File: src/rtl/mc_ctrl_pkg.sv
// Shared encodings for the multicycle MIPS control unit: FSM states,
// opcode/funct fields, ALU operation codes and datapath mux selects.
package mc_ctrl_pkg;

    typedef enum logic [3:0] {
        S_FETCH    = 4'd0,
        S_DECODE   = 4'd1,
        S_MEMADR   = 4'd2,
        S_MEMREAD  = 4'd3,
        S_MEMWB    = 4'd4,
        S_MEMWRITE = 4'd5,
        S_EXECUTE  = 4'd6,
        S_ALUWB    = 4'd7,
        S_BRANCH   = 4'd8,
        S_ADDIEX   = 4'd9,
        S_ADDIWB   = 4'd10,
        S_JUMP     = 4'd11,
        S_HALT     = 4'd12
    } state_t;

    localparam logic [5:0] OP_RTYPE = 6'b000000;
    localparam logic [5:0] OP_LW    = 6'b100011;
    localparam logic [5:0] OP_SW    = 6'b101011;
    localparam logic [5:0] OP_BEQ   = 6'b000100;
    localparam logic [5:0] OP_ADDI  = 6'b001000;
    localparam logic [5:0] OP_J     = 6'b000010;

    localparam logic [5:0] FUNCT_ADD = 6'b100000;
    localparam logic [5:0] FUNCT_SUB = 6'b100010;
    localparam logic [5:0] FUNCT_AND = 6'b100100;
    localparam logic [5:0] FUNCT_OR  = 6'b100101;
    localparam logic [5:0] FUNCT_SLT = 6'b101010;

    localparam logic [2:0] ALU_ADD = 3'b010;
    localparam logic [2:0] ALU_SUB = 3'b110;
    localparam logic [2:0] ALU_AND = 3'b000;
    localparam logic [2:0] ALU_OR  = 3'b001;
    localparam logic [2:0] ALU_SLT = 3'b111;

    localparam logic [1:0] SRCB_B      = 2'b00;
    localparam logic [1:0] SRCB_FOUR   = 2'b01;
    localparam logic [1:0] SRCB_IMM    = 2'b10;
    localparam logic [1:0] SRCB_IMM_SH = 2'b11;

    localparam logic [1:0] PC_ALURESULT = 2'b00;
    localparam logic [1:0] PC_ALUOUT    = 2'b01;
    localparam logic [1:0] PC_JUMP      = 2'b10;

endpackage

File: src/rtl/multicycle_controller_alu_decoder.sv
// R-type funct decoder: ALU operation plus a flag telling DECODE whether
// the funct field names a supported instruction.
module alu_decoder
    import mc_ctrl_pkg::*;
(
    input  logic [5:0] i_funct,
    output logic [2:0] o_alu_control,
    output logic       o_funct_valid
);

    always_comb begin
        o_alu_control = ALU_ADD;
        o_funct_valid = 1'b1;
        case (i_funct)
            FUNCT_ADD: o_alu_control = ALU_ADD;
            FUNCT_SUB: o_alu_control = ALU_SUB;
            FUNCT_AND: o_alu_control = ALU_AND;
            FUNCT_OR:  o_alu_control = ALU_OR;
            FUNCT_SLT: o_alu_control = ALU_SLT;
            default:   o_funct_valid = 1'b0;
        endcase
    end

endmodule

File: src/rtl/multicycle_controller.sv
// Moore control FSM for the multicycle MIPS datapath (lw, sw, R-type,
// beq, addi, j); illegal instructions either skip or park in HALT.
module multicycle_controller
    import mc_ctrl_pkg::*;
#(
    parameter bit HALT_ON_ILLEGAL = 1'b0
) (
    input  logic       CLK,
    input  logic       RST,
    input  logic [5:0] Op,
    input  logic [5:0] Funct,
    input  logic       Zero,
    output logic       IorD,
    output logic       MemWrite,
    output logic       IRWrite,
    output logic       RegDst,
    output logic       MemtoReg,
    output logic       RegWrite,
    output logic       ALUSrcA,
    output logic [1:0] ALUSrcB,
    output logic [2:0] ALUControl,
    output logic [1:0] PCSrc,
    output logic       PCEn,
    output logic       Illegal,
    output logic [3:0] State
);

    state_t     r_state;
    state_t     w_next;
    state_t     w_dec_state;
    logic [2:0] w_alu_funct;
    logic       w_funct_valid;
    logic       w_instr_illegal;
    logic       w_mem_write;
    logic       w_ir_write;
    logic       w_reg_write;
    logic       w_pc_write;
    logic       w_branch;
    logic       w_illegal;

    alu_decoder u_alu_decoder (
        .i_funct       (Funct),
        .o_alu_control (w_alu_funct),
        .o_funct_valid (w_funct_valid)
    );

    always_ff @(posedge CLK) begin
        if (RST) r_state <= S_FETCH;
        else     r_state <= w_next;
    end

    always_comb begin
        w_instr_illegal = 1'b1;
        case (Op)
            OP_LW, OP_SW, OP_BEQ, OP_ADDI, OP_J: w_instr_illegal = 1'b0;
            OP_RTYPE: w_instr_illegal = !w_funct_valid;
            default:  w_instr_illegal = 1'b1;
        endcase
    end

    // During reset the datapath sees FETCH selects with all enables gated off.
    assign w_dec_state = RST ? S_FETCH : r_state;

    always_comb begin
        w_next      = S_FETCH;
        IorD        = 1'b0;
        RegDst      = 1'b0;
        MemtoReg    = 1'b0;
        ALUSrcA     = 1'b0;
        ALUSrcB     = SRCB_B;
        ALUControl  = ALU_ADD;
        PCSrc       = PC_ALURESULT;
        w_mem_write = 1'b0;
        w_ir_write  = 1'b0;
        w_reg_write = 1'b0;
        w_pc_write  = 1'b0;
        w_branch    = 1'b0;
        w_illegal   = 1'b0;
        case (w_dec_state)
            S_FETCH: begin
                ALUSrcB    = SRCB_FOUR;
                w_ir_write = 1'b1;
                w_pc_write = 1'b1;
                w_next     = S_DECODE;
            end
            S_DECODE: begin
                ALUSrcB = SRCB_IMM_SH;
                if (w_instr_illegal) begin
                    w_illegal = 1'b1;
                    w_next    = HALT_ON_ILLEGAL ? S_HALT : S_FETCH;
                end else begin
                    case (Op)
                        OP_LW, OP_SW: w_next = S_MEMADR;
                        OP_RTYPE:     w_next = S_EXECUTE;
                        OP_BEQ:       w_next = S_BRANCH;
                        OP_ADDI:      w_next = S_ADDIEX;
                        OP_J:         w_next = S_JUMP;
                        default:      w_next = S_FETCH;
                    endcase
                end
            end
            S_MEMADR: begin
                ALUSrcA = 1'b1;
                ALUSrcB = SRCB_IMM;
                w_next  = (Op == OP_LW) ? S_MEMREAD : S_MEMWRITE;
            end
            S_MEMREAD: begin
                IorD   = 1'b1;
                w_next = S_MEMWB;
            end
            S_MEMWB: begin
                MemtoReg    = 1'b1;
                w_reg_write = 1'b1;
            end
            S_MEMWRITE: begin
                IorD        = 1'b1;
                w_mem_write = 1'b1;
            end
            S_EXECUTE: begin
                ALUSrcA    = 1'b1;
                ALUSrcB    = SRCB_B;
                ALUControl = w_alu_funct;
                w_next     = S_ALUWB;
            end
            S_ALUWB: begin
                RegDst      = 1'b1;
                w_reg_write = 1'b1;
            end
            S_BRANCH: begin
                ALUSrcA    = 1'b1;
                ALUControl = ALU_SUB;
                PCSrc      = PC_ALUOUT;
                w_branch   = 1'b1;
            end
            S_ADDIEX: begin
                ALUSrcA = 1'b1;
                ALUSrcB = SRCB_IMM;
                w_next  = S_ADDIWB;
            end
            S_ADDIWB: w_reg_write = 1'b1;
            S_JUMP: begin
                PCSrc      = PC_JUMP;
                w_pc_write = 1'b1;
            end
            S_HALT:  w_next = S_HALT;
            default: w_next = S_FETCH;
        endcase
    end

    assign MemWrite = !RST && w_mem_write;
    assign IRWrite  = !RST && w_ir_write;
    assign RegWrite = !RST && w_reg_write;
    assign PCEn     = !RST && (w_pc_write || (w_branch && Zero));
    assign Illegal  = !RST && w_illegal;
    assign State    = r_state;

endmodule

File: config.mk
export PLATFORM = sky130hd
export DESIGN_NAME = multicycle_controller
export DESIGN_NICKNAME = d
export VERILOG_FILES = /design/src/rtl/mc_ctrl_pkg.sv /design/src/rtl/multicycle_controller_alu_decoder.sv /design/src/rtl/multicycle_controller.sv
export SDC_FILE = /design/constraint.sdc
export NUM_CORES = 1
export LEC_CHECK = 0
export BUFFER_PORTS_ARGS = -buffer_cell sky130_fd_sc_hd__buf_2
export CORE_UTILIZATION = 39
export CTS_CLUSTER_SIZE = 16
export DETAILED_ROUTE_END_ITERATION = 6
export PLACE_DENSITY = 0.75
export RECOVER_POWER = 50
export SETUP_SLACK_MARGIN = 0.4
export SYNTH_ARGS = -nofsm -noshare
export SYNTH_HDL_FRONTEND = slang
export SYNTH_HIERARCHICAL = 1
export SYNTH_SLANG_ARGS = --single-unit
File: constraint.sdc
create_clock -name CLK -period 1.5 [get_ports CLK]
set_input_delay 0.075 -clock CLK [delete_from_list [all_inputs] [get_ports CLK]]
set_output_delay 0.075 -clock CLK [all_outputs]
set_load 0.05 [all_outputs]
-- Yosys cells after proc, flatten, opt, wreduce, memory -nomap -nowiden
Index checks and enable logic that the tools add are counted.
- equal/unequal tests: 22
- mux-type cells: 22
- reduce and logical (&&, ||, !) cells: 19
- operator list (cell ; number):
    equality test 6 bit (second input constant) ; 7
    one-hot mux 4 bit (7 select lines) ; 1
    equality test 4 bit (second input constant) ; 5
    one-hot mux 4 bit (5 select lines) ; 1
    equality test 4 x 3 -> 1 bit (second input constant) ; 4
    two-way mux 1 bit ; 12
    one-hot mux 3 bit (4 select lines) ; 1
    OR reduction 5 bit ; 2
    equality test 4 x 2 -> 1 bit (second input constant) ; 2
    two-way mux 4 bit ; 2
    OR reduction 2 bit ; 4
    equality test 6 x 2 -> 1 bit (second input constant) ; 1
    equality test 6 x 3 -> 1 bit (second input constant) ; 1
    equality test 6 x 4 -> 1 bit (second input constant) ; 1
    logical AND 1 bit ; 6
    zero test 6 bit ; 1
    one-hot mux 2 bit (3 select lines) ; 1
    one-hot mux 3 bit (2 select lines) ; 1
    equality test 4 x 1 -> 1 bit (second input constant) ; 1
    zero test 4 bit ; 1
    one-hot mux 2 bit (2 select lines) ; 1
    OR reduction 4 bit ; 1
    two-way mux 3 bit ; 1
    OR reduction 3 bit ; 1
    other kinds (3) ; 4
- register bits after elaboration: 4
- output and inout bits: 20

-- Logic depth before layout (Yosys ltp)
Gate-level depths: netlist of run 1.
- word-level depth: 8
- gate-level depth with buffers: 6
- gate-level depth less buffers: 6

-- Cells and area by module
Netlist of run 1, hierarchy kept.
- modules (own cells, without submodules) (module ; instances ; cells an instance ; area each (sq um) ; sequential area each (sq um)):
    multicycle_controller ; 1 ; 86 ; 541.8 ; 80.1
    alu_decoder ; 1 ; 9 ; 86.3 ; 0.0

-- Worst setup path after synthesis of run 1
OpenSTA, ideal clock, no wires.
- path kind: register -> output
- from: register r_state[1], in the netlist State[1]
- to: output port ALUControl[0]
- arrival: 2607 ps
- slack: -1182 ps
- cell stages (with the launch flop): 4
- path buffers: 1
- cell sequence: dfxtp_1 > buf_2 > nand2_1 > nor4b_1
- word-level cells in the longest chain between the ends: 3
- elaborated cells on any way between the ends: 4
- classes of those cells: eq/ne: 2; mux: 2
- ends and longest elaborated chain (what ; line ; RTL):
    from (decl) ; multicycle_controller.sv:28 ; state_t r_state;
    from (signal assigned) ; multicycle_controller.sv:49 ; else r_state <= w_next;
    two-way mux 4 bit (*) ; multicycle_controller.sv:62 ; assign w_dec_state = RST ? S_FETCH : r_state;
    equality test 4 bit or equality test 4 x 3 -> 1 bit (tied branches) ; multicycle_controller.sv:79 ; case (w_dec_state)
    one-hot mux 3 bit (2 select lines) (*) ; multicycle_controller.sv:79 ;
    to (decl) ; multicycle_controller.sv:21 ; output logic [2:0] ALUControl,
Every way passes the cells marked *; elsewhere a longest branch is shown, timed or not.

-- Worst setup path after layout of run 1
- from: register r_state[3], in the netlist State[3]
- to: register r_state[2], in the netlist State[2]
- word-level cells in the longest chain between the ends: 3
- elaborated cells on any way between the ends: 9
- classes of those cells: eq/ne: 6; mux: 2; reduce/logical: 1
- ends and longest elaborated chain (what ; line):
    two-way mux 4 bit (*) ; multicycle_controller.sv:62
    equality test 4 bit, or another cell as far along ; multicycle_controller.sv:79
    one-hot mux 4 bit (7 select lines) (*) ; multicycle_controller.sv:79
Marked as above.
A chain may end at the register's enable or synchronous reset.

==> results of run 1 <==
## layout make-up
class,instances,area (um^2),share of cell area (%)
clock buffers,3,22.5,1.60
flip-flops and latches,4,95.1,6.77
multi-input cells,80,762,54.2
repair buffers,57,495,35.3
well taps,16,20.0,1.42
inverters,2,10.0,0.712
## synthesized netlist by cell type (all sizes together) (3+ instances only)
cell / count / area (um^2)
o21ai: 5 / 25.0
nand3: 3 / 15.0
dfxtp: 4 / 80.1
xor2: 3 / 26.3
a21oi: 7 / 35.0
nor4: 3 / 18.8
a211oi: 3 / 22.5
nand2b: 6 / 45.0
clkbuf: 6 / 22.5
nand2: 8 / 30.0
buf: 3 / 13.8
nor3: 5 / 25.0
or4: 3 / 22.5
or3: 3 / 18.8
nor2: 9 / 33.8
## metal layers
metal	global-route usage [%]	vias to the layer above	share of wire, %
met3	7.76	32	9.9
li1	-	461	-
met2	65.0	96	48
met4	25.0	0	6.9
met5	0	-	0
met1	41.7	498	35
## cells in the final DEF (no fill, tap or decap), drive strengths merged
cell      n
xor2      3
or2       2
buf      54
and3      1
nand4     1
xnor2     1
o21ai     5
nand3     3
nand2b    6
nand4bb   2
or4       3
o311ai    1
a31oi     1
nor3      5
nor4b     2
or3       3
nor4      3
o21a      1
inv       2
nor2      9
clkbuf    6
nand2     8
mux2      1
nor2b     1
a211oi    3
or4b      1
a21oi     7
o22ai     2
dfxtp     4
a21o      1
maj3      1
o41ai     1
o32ai     2
## power groups by stage
stage          registers, uW  clock network, uW  logic [uW]
2_1_floorplan            118                  0         151
3_3_place_gp             109                  0         210
3_5_place_dp             109                  0         215
4_1_cts                  109                145         247
5_1_grt                  109                162         288
6_report                 108                157         280
## how the worst max path moves through the flow
| stage | start | to | depth (start not counted) |
|---|---|---|---|
| CTS | State[3] | Illegal | 5 |
| global placement | Funct[4] | ALUControl[1] | 5 |
| finish | State[3] | State[2] | 4 |
| detailed placement | State[3] | State[2] | 4 |
| floorplan | State[3] | State[1] | 4 |
| global route | State[3] | State[2] | 4 |
## logic make-up after synthesis
family                     Yosys count  share of synthesized area [%]
and+or+nand+nor                     50                           47.2
AOI/OAI and AO/OA                   24                           24.1
buffers and inverters               11                           6.97
xor gates and xnor gates             4                           5.58
DFF                                  4                           12.7
muxes                                1                           1.79
adders and majority gates            1                           1.59
## metrics by stage
stage	setup slack, ns	setup TNS [ns]	utilization, %	area (um^2)	instances
final	-0.261	-1.19	93.3	1410	162
after global routing	-0.257	-1.55	93.3	1410	162
after CTS	-0.132	-0.407	89.0	1340	160
after detailed placement	-0.124	-0.360	72.1	1090	150
after global placement	-0.0985	-0.250	72.1	1090	150
after floorplan	-0.194	-0.719	-	882	95
## critical path, cell delays in order, from the launching register on
cell and delay (ns):
dfxtp_4 0.33, or2_4 0.23, or3_4 0.36, or3_1 0.40, o32ai_1 0.32
## what timing repair did
action                                  CTS  global route
endpoints found under the setup margin   22            24
endpoints found under the hold margin     0             0
resized for setup                        55            14
pin swaps                                 7             1
setup buffers                             7             2
==> impl_metrics.json, run 1 <==
{
  "status": "complete, but fails checks",
  "violations": "negative setup slack",
  "dpl.hpwl_mm": 1.66,
  "drt_iter0_markers": 112,
  "crit_fanout": 3,
  "synth-main-ff-cell": "dfxtp_1",
  "ir_worst_vdd_mv": 0.509,
  "gr-usage-all-layers_pct": 37.8,
  "rows": 14,
  "setup_violations": 11,
  "die_h_um": 42.1,
  "timing.rr.end": "State[2]",
  "routed_via_density": 6.71,
  "synth-seq-cells": 4,
  "final_hold_viol_count": 0,
  "die-area_um2": 1770,
  "cts.sink_count": 4,
  "async_reset_ff_share_pct": 0,
  "numCtsBuffers": 3,
  "internal_power_uw": 309,
  "cts_tree": "done",
  "antenna_found_initial": 0,
  "whs_path_depth": 4,
  "hold_slack_ns": 0.208,
  "r2r_slack_ns": -0.26,
  "nets": 163,
  "syn_area_um2": 628,
  "p_clk_share_pct": 28.8,
  "drive_gt1_share_pct": 68.5,
  "worstMarginPinSlew_ns": 0.611,
  "start_kind": "flop",
  "cts_max_level": 1,
  "drt_wl_total_mm": 3.70,
  "grt_pass1_wl_mm": 4.97,
  "syn_area_per_cell_um2": 6.61,
  "vias": 1087,
  "fillerInstances": 49,
  "grt-ovfl-total": 0,
  "synthesis.nets": 110,
  "synthesis.instances": 95,
  "clock-root-buffer": "clkbuf_4",
  "drc": 0,
  "cp.arrival_ns": 1.89,
  "power.density_nw_per_um2": 388,
  "switchingPower_uw": 236,
  "worstPathRequired_ns": 1.62,
  "yosys_warnings": 6,
  "end_kind": "flop",
  "largest_register_ffs": 4,
  "grt_max_degree": 13,
  "r2r-start": "State[3]",
  "core_area_um2": 1510,
  "cts_buffer_depth": 2,
  "worstRegToRegCells": 4,
  "antenna_left": 0,
  "finalWorstSetupSlack_ns": -0.261,
  "fin_worst_skew_ns": 0.00565,
  "ys_types": 36,
  "critPathKind": "flop to flop",
  "insertedDiodeCount": 0,
  "grt_pass1_vias": 1030,
  "rsz0062_at_grt": "yes",
  "pwr-share-comb_pct": 51.4,
  "fin_crit_ns": 1.76,
  "hp-class": "input pin to flop",
  "relSlewSlack_pct": 59.4,
  "syn_to_final_growth_pct": 124,
  "clk_latency_ns": 0.25,
  "yosysSeqAreaShare_pct": 12.7,
  "holdBufCountCts": 0,
  "swShare_pct": 43.4,
  "holdPathEnd": "State[0]",
  "wl_per_cell_um": 22.8,
  "drv_cap": 0,
  "die_w_um": 42.1,
  "firstDrtPassIters": 4,
  "fin_crit_sh_pct": 117,
  "place.gp.congestion": 0.770,
  "clkTransAtPathRegs_ns": 0.05,
  "fmax_mhz": 568,
  "synth_edf_count": 0,
  "finalMaxSlewViolations": 0,
  "finalPower_uw": 545,
  "port_buffers": 34,
  "leakagePower_uw": 0.000530,
  "pwr-share-seq_pct": 19.9,
  "initial_core_util_pct": 41.7,
  "hp-start": "Op[5]",
  "pin_count": 35
}
Note: power is estimated with default switching activity, not from simulation.
==> run 2, diff against run 1 <==
--- a/config.mk
+++ b/config.mk
@@ -6,6 +6,7 @@
 export NUM_CORES = 1
 export LEC_CHECK = 0
 export BUFFER_PORTS_ARGS = -buffer_cell sky130_fd_sc_hd__buf_2
+export CORE_ASPECT_RATIO = 1.1
 export CORE_UTILIZATION = 39
 export CTS_CLUSTER_SIZE = 16
 export DETAILED_ROUTE_END_ITERATION = 6
==> run 2 against run 1 <==
The run now fails in clock tree synthesis. Area after synthesis unchanged. Synthesized cell count is the same.
==> impl_metrics.json, run 2 <==
{
  "die_w_um": 40.3,
  "die_h_um": 44.1,
  "dpl.hpwl_mm": 1.52,
  "rows": 14,
  "pin_count": 35,
  "synthesis.instances": 95,
  "clock-root-buffer": "clkbuf_4",
  "initial_core_util_pct": 43.7,
  "synth_compound_area_share_pct": 24.1,
  "syn_area_um2": 628,
  "status": "stopped before the end",
  "holdBufCountCts": 0,
  "cts.sink_count": 4,
  "tool.error": "[ERROR DPL-0033] detailed placement checks failed during check placement.",
  "synth_commonest_cells": "nor2_1, nand2_1, a21oi_1, clkbuf_1",
  "synth_xor_area_share_pct": 5.58,
  "yosysSeqAreaShare_pct": 12.7,
  "yosysTopAreaCell": "dfxtp_1",
  "yosysMostFrequentCell": "nor2_1",
  "async_reset_ff_share_pct": 0,
  "port_buffers": 34,
  "cts_resized": 64,
  "synth-main-ff-cell": "dfxtp_1",
  "yosys_warnings": 6,
  "cts_max_level": 1,
  "synth_top_family_by_area": "simple AND/OR/NAND/NOR gates",
  "ys_types": 36,
  "synthAdderAreaFrac_pct": 1.59,
  "synth-seq-cells": 4,
  "place.gp.congestion": 0.822,
  "synthesis.nets": 110,
  "cts_buffer_depth": 2,
  "synth-simple-area-share_pct": 47.2,
  "yosysTopAreaCellShare_pct": 12.7,
  "numCtsBuffers": 3,
  "post_cts_buffers": 7,
  "syn_area_per_cell_um2": 6.61,
  "stop_stage": "clock tree synthesis",
  "synth_mux_area_share_pct": 1.79,
  "synth.top_cells.by_area": "dfxtp_1, a21oi_1, nor2_1, nand2b_1, nand2_1",
  "synth_edf_count": 0
}
==> run 2: cell counts after synthesis <==
Identical to the previous run, type by type.
==> run 2: stage by stage <==
| stage | TNS (ns) | util, % | setup slack [ns] | std cells | instance area, um^2 |
|---|---|---|---|---|---|
| after floorplan | -0.719 | - | -0.194 | 95 | 882 |
| after global placement | -0.273 | 75.4 | -0.0967 | 148 | 1080 |
| after detailed placement | -0.381 | 75.4 | -0.115 | 148 | 1080 |
==> run 2: cell families after synthesis <==
| kind of cell | Yosys count |
|---|---|
| compound gates | 24 |
| mux | 1 |
| simple gates | 50 |
| fa+ha+maj | 1 |
| buf+inv | 11 |
| xor+xnor | 4 |
| flops | 4 |
==> run 3, diff against run 2 <==
--- a/config.mk
+++ b/config.mk
@@ -6,13 +6,11 @@
 export NUM_CORES = 1
 export LEC_CHECK = 0
 export BUFFER_PORTS_ARGS = -buffer_cell sky130_fd_sc_hd__buf_2
-export CORE_ASPECT_RATIO = 1.1
-export CORE_UTILIZATION = 39
-export CTS_CLUSTER_SIZE = 16
+export CORE_AREA = 2 2 63 65
 export DETAILED_ROUTE_END_ITERATION = 6
-export PLACE_DENSITY = 0.75
+export DIE_AREA = 0 0 65 67
+export PLACE_DENSITY_LB_ADDON = 0.15
 export RECOVER_POWER = 50
-export SETUP_SLACK_MARGIN = 0.4
 export SYNTH_ARGS = -nofsm -noshare
 export SYNTH_HDL_FRONTEND = slang
 export SYNTH_HIERARCHICAL = 1
==> constraint.sdc (replaced) <==
create_clock -name CLK -period 1.95 [get_ports CLK]
set_input_delay 0.0975 -clock CLK [delete_from_list [all_inputs] [get_ports CLK]]
set_output_delay 0.0975 -clock CLK [all_outputs]
set_load 0.05 [all_outputs]
==> run 3 against run 2 <==
The flow now finishes without violations.
==> impl_metrics.json, run 3 (synthesized netlist as in run 1, its figures left out) <==
{
  "status": "completed",
  "dpl.hpwl_mm": 1.72,
  "wl_per_cell_um": 12.8,
  "die_w_um": 65,
  "fin_util_pct": 26.4,
  "ir_worst_vdd_mv": 0.0939,
  "fin_crit_sh_pct": 86.8,
  "tns_ns": 0,
  "clkTransAtPathRegs_ns": 0.03,
  "numCtsBuffers": 3,
  "worstMarginPinSlew_ns": 0.598,
  "fin_crit_ns": 1.69,
  "drt_wl_total_mm": 2.24,
  "cp.arrival_ns": 1.60,
  "path_cells": "nand2b_1, a21oi_2, clkbuf_1",
  "hold_slack_ns": 0.212,
  "grt-ovfl-total": 0,
  "hp-class": "input pin to flop",
  "start_kind": "flop",
  "firstDrtPassIters": 4,
  "crit_fanout": 17,
  "critPathKind": "flop to primary output",
  "cts_buffer_depth": 2,
  "fmax_mhz": 591,
  "die-area_um2": 4360,
  "relSlewSlack_pct": 60.3,
  "end_kind": "primary output",
  "drive_gt1_share_pct": 37.8,
  "rsz0062_at_grt": "no",
  "routed_via_density": 4.73,
  "multi_input_area_um2": 572,
  "drt_iter0_markers": 64,
  "final_hold_viol_count": 0,
  "syn_to_final_growth_pct": 51.4,
  "grt_max_degree": 20,
  "leakagePower_uw": 0.000321,
  "fillerInstances": 431,
  "layout_commonest_cell": "buf_2",
  "cts_max_level": 1,
  "dp_slack_ns": 0.264,
  "clk_latency_ns": 0.22,
  "initial_core_util_pct": 17.4,
  "worst-path-buf-inv": 1,
  "holdBufCountCts": 0,
  "die_h_um": 67,
  "pin_count": 35,
  "cts_tree": "done",
  "grt_pass1_vias": 749,
  "cts_resized": 0,
  "place.gp.congestion": 0.790,
  "setup_violations": 0,
  "core_area_um2": 3610,
  "finalMaxSlewViolations": 0,
  "clock-root-buffer": "clkbuf_8",
  "finalPower_uw": 402,
  "power.density_nw_per_um2": 423,
  "rows": 22,
  "post_cts_buffers": 0,
  "drv_cap": 0,
  "nets": 144,
  "final_cell_mix": "buf_2, clkbuf_1, nor2_1, nand2_1",
  "worstPathRequired_ns": 1.85,
  "finalWorstSetupSlack_ns": 0.257,
  "cts.sink_count": 4,
  "gr-usage-all-layers_pct": 10.2,
  "drc": 0,
  "antenna_found_initial": 0,
  "insertedDiodeCount": 0,
  "antenna_left": 0,
  "register_area_um2": 83.8,
  "crit_path_top_delay_cell": "dfxtp_2",
  "cpLargestDelayFamily": "flip-flops",
  "vias": 828,
  "largest_register_ffs": 4,
  "port_buffers": 34,
  "grt_pass1_wl_mm": 3.55,
  "fin_worst_skew_ns": 0.00296,
  "max_stage_delay_ns": 0.55
}
run 3: worst min-delay path, stage by stage:
cell and delay [ns]:
buf_2 0.09, nor2_1 0.06, nand3_1 0.08, a21oi_1 0.07
run 3: power breakdown:
part | switching (uW) | internal (uW) | leakage, uW | total [uW]
Combinational | 91.3 | 47.1 | 0.000265 | 138
Clock | 46.1 | 132 | 0.0000216 | 178
Sequential | 1.20 | 84.8 | 0.0000338 | 86.0
Total | 139 | 264 | 0.000321 | 402
run 3: final timing paths:
| check | slack (ns) | start | depth (start not counted) | end |
|---|---|---|---|---|
| worst max-delay path | 0.26 | State[2] | 3 | IorD |
| worst min-delay path | 0.21 | Op[5] | 4 | State[0] |
| worst max register to register | 0.26 | State[3] | 4 | State[2] |
| worst min register to register | 0.70 | State[0] | 2 | State[0] |
run 3: final cells by class:
cell class	instances	share of cell area, %
Multi-Input combinational cell	80	60.1
Inverter	2	0.789
Clock buffer	3	4.34
Timing Repair Buffer	38	19.6
Tap cell	48	6.32
Sequential cell	4	8.82
run 3: layer usage:
| layer | GRT usage [%] | up-vias | part of all wire, % |
|---|---|---|---|
| met5 | 0 | - | 0 |
| met4 | 4.79 | 0 | 0.94 |
| met3 | 0.338 | 2 | 5.1 |
| met2 | 16.6 | 25 | 45 |
| met1 | 13.9 | 382 | 48 |
| li1 | - | 419 | - |
run 3: per-stage QoR:
stage	instances	area (um^2)
finish	175	951
global route	175	951
CTS	175	965
detailed placement	172	923
global placement	172	923
floorplan	95	699
==> run 4, diff against run 3 <==
--- a/config.mk
+++ b/config.mk
@@ -5,10 +5,11 @@
 export SDC_FILE = /design/constraint.sdc
 export NUM_CORES = 1
 export LEC_CHECK = 0
+export ABC_AREA = 1
 export BUFFER_PORTS_ARGS = -buffer_cell sky130_fd_sc_hd__buf_2
-export CORE_AREA = 2 2 63 65
+export CORE_AREA = 3 3 64 66
 export DETAILED_ROUTE_END_ITERATION = 6
-export DIE_AREA = 0 0 65 67
+export DIE_AREA = 0 0 67 69
 export PLACE_DENSITY_LB_ADDON = 0.15
 export RECOVER_POWER = 50
 export SYNTH_ARGS = -nofsm -noshare
==> run 4 against run 3 <==
First-iteration DRC count down 86%. Power down 7.8%. Critical path depth up 2. Largest power group unchanged. Highest routed layer is now met3.
==> impl_metrics.json, run 4 <==
{
  "relSlewSlack_pct": 59.7,
  "place.gp.congestion": 0.774,
  "yosysMostFrequentCell": "nand2_1",
  "cts_max_level": 1,
  "vias": 832,
  "synthesis.nets": 139,
  "drive_gt1_share_pct": 39.1,
  "core_area_um2": 3630,
  "final_cell_mix": "nand2_1, buf_2, nor2_1",
  "clkTransAtPathRegs_ns": 0.03,
  "start_kind": "flop",
  "insertedDiodeCount": 0,
  "internal_power_uw": 248,
  "pwr-share-seq_pct": 23.4,
  "pin_count": 35,
  "synth_commonest_cells": "nand2_1, nor2_1, inv_1, nand3_1, nand2_4",
  "die-area_um2": 4620,
  "power.density_nw_per_um2": 379,
  "ys_types": 22,
  "end_kind": "primary output",
  "numCtsBuffers": 3,
  "largest_register_ffs": 4,
  "synth-main-ff-cell": "dfxtp_1",
  "drt_iter0_markers": 9,
  "synthesis.instances": 124,
  "finalMaxSlewViolations": 0,
  "pwr-share-comb_pct": 31.0,
  "rsz0062_at_grt": "no",
  "switchingPower_uw": 122,
  "final_hold_viol_count": 0,
  "critPathKind": "flop to primary output",
  "grt_pass1_wl_mm": 3.24,
  "yosysSeqAreaShare_pct": 11.3,
  "wl_met2_um": 923,
  "initial_core_util_pct": 19.6,
  "routed_via_density": 3.98,
  "syn_area_um2": 711,
  "yosysTopAreaCell": "nand2_1",
  "die_w_um": 67,
  "clk_latency_ns": 0.21,
  "fin_worst_skew_ns": 0.00143,
  "grt_pass1_vias": 776,
  "crit_fanout": 5,
  "fmax_mhz": 592,
  "holdBufCountCts": 0,
  "gr-usage-all-layers_pct": 8.76,
  "post_cts_buffers": 0,
  "ir_worst_vdd_mv": 0.112,
  "die_h_um": 69,
  "antenna_found_initial": 0,
  "grt_max_degree": 6,
  "synth.top_cells.by_area": "nand2_1, nand2_4, dfxtp_1, nor2_1, inv_1",
  "cts_buffer_depth": 2,
  "syn_to_final_growth_pct": 37.7,
  "async_reset_ff_share_pct": 0,
  "worstMarginPinSlew_ns": 0.607,
  "highest_layer": "met3",
  "status": "completed",
  "synth-seq-cells": 4,
  "syn_area_per_cell_um2": 5.73,
  "drc": 0,
  "cts_resized": 0,
  "cts_tree": "done",
  "design_area_um2": 978,
  "wl_met1_um": 918,
  "grt-ovfl-total": 0,
  "fin_crit_sh_pct": 86.6,
  "wl_met3_um": 97,
  "rows": 22,
  "post_dp_cell_area_um2": 955,
  "yosysTopAreaCellShare_pct": 13.2,
  "antenna_left": 0,
  "dpl.hpwl_mm": 1.75,
  "cts.sink_count": 4,
  "yosys_warnings": 6,
  "nets": 178,
  "drv_cap": 0,
  "clock-root-buffer": "clkbuf_8",
  "hold_slack_ns": 0.154,
  "setup_violations": 0,
  "p_clk_share_pct": 45.6,
  "synth_edf_count": 0,
  "fin_crit_ns": 1.69,
  "port_buffers": 34,
  "leakagePower_uw": 0.000543,
  "cp.arrival_ns": 1.59,
  "drt_wl_total_mm": 1.94,
  "worstPathRequired_ns": 1.85,
  "firstDrtPassIters": 2,
  "hp-class": "input pin to flop",
  "wl_per_cell_um": 9.27,
  "fillerInstances": 445,
  "swShare_pct": 33.0
}
-- run 4: cell types whose count changed in the layout (fill, tap and decap cells not counted), moves of 6 or more --
| cell | delta |
|---|---|
| nand2_1 | +18 |
| nor2_1 | +12 |
| inv_1 | +15 |
| nand2_4 | +7 |
| nand3_1 | +9 |
| inv_2 | +6 |
-- run 4: power groups by stage --
stage / sequential, uW / combinational [uW] / clock, uW
2_1_floorplan: 95.0 / 74.1 / 0
6_report: 86.9 / 115 / 169
3_3_place_gp: 88.5 / 118 / 0
4_1_cts: 87.6 / 119 / 174
5_1_grt: 87.0 / 126 / 182
3_5_place_dp: 88.6 / 118 / 0
-- run 4: logic make-up (layout without fill, tap and decap cells) --
group / count (synthesis) / count (layout) / synth area share, %
compound gates: 7 / 7 / 5.28
buf+inv: 26 / 63 / 14.4
flops: 4 / 4 / 11.3
simple gates: 87 / 87 / 69.0
-- run 4: metal layers --
layer,vias to the layer above,GRT usage [%]
met1,350,11.1
met2,24,14.4
li1,458,-
met4,0,2.70
met5,-,0
met3,0,1.95
-- run 4: layout make-up --
| class | count | area, um^2 | share of cell area (%) |
|---|---|---|---|
| sequential | 4 | 81.3 | 8.31 |
| clock buffer | 3 | 41.3 | 4.22 |
| tap | 48 | 60.1 | 6.14 |
| timing repair buffer | 34 | 160 | 16.4 |
| multi-input combinational | 94 | 533 | 54.5 |
| inverter | 26 | 103 | 10.5 |
-- run 4: worst paths after layout --
check	slack, ns	cells after the start	to	start
worst max-delay path	0.26	5	PCEn	State[0]
worst min-delay path	0.15	2	State[0]	RST
worst max register to register	0.77	8	State[1]	State[0]
worst min register to register	0.65	3	State[0]	State[0]
-- run 4: worst max-delay path, cell delays in order (launching register included) --
cell and delay, ns:
dfxtp_1 0.38, nand2_1 0.20, nor2_1 0.23, nand2_1 0.11, a31oi_2 0.17, buf_2 0.28
-- run 4: per-stage QoR --
stage | utilization (%) | setup WS [ns] | TNS (ns) | std cells | power (uW)
3_3_place_gp | 26.3 | 0.568 | 0 | 206 | 206
6_report | 26.9 | 0.261 | 0 | 209 | 371
2_1_floorplan | - | -0.292 | -0.292 | 124 | 169
4_1_cts | 27.4 | 0.344 | 0 | 209 | 380
3_5_place_dp | 26.3 | 0.566 | 0 | 206 | 207
5_1_grt | 26.9 | 0.156 | 0 | 209 | 395
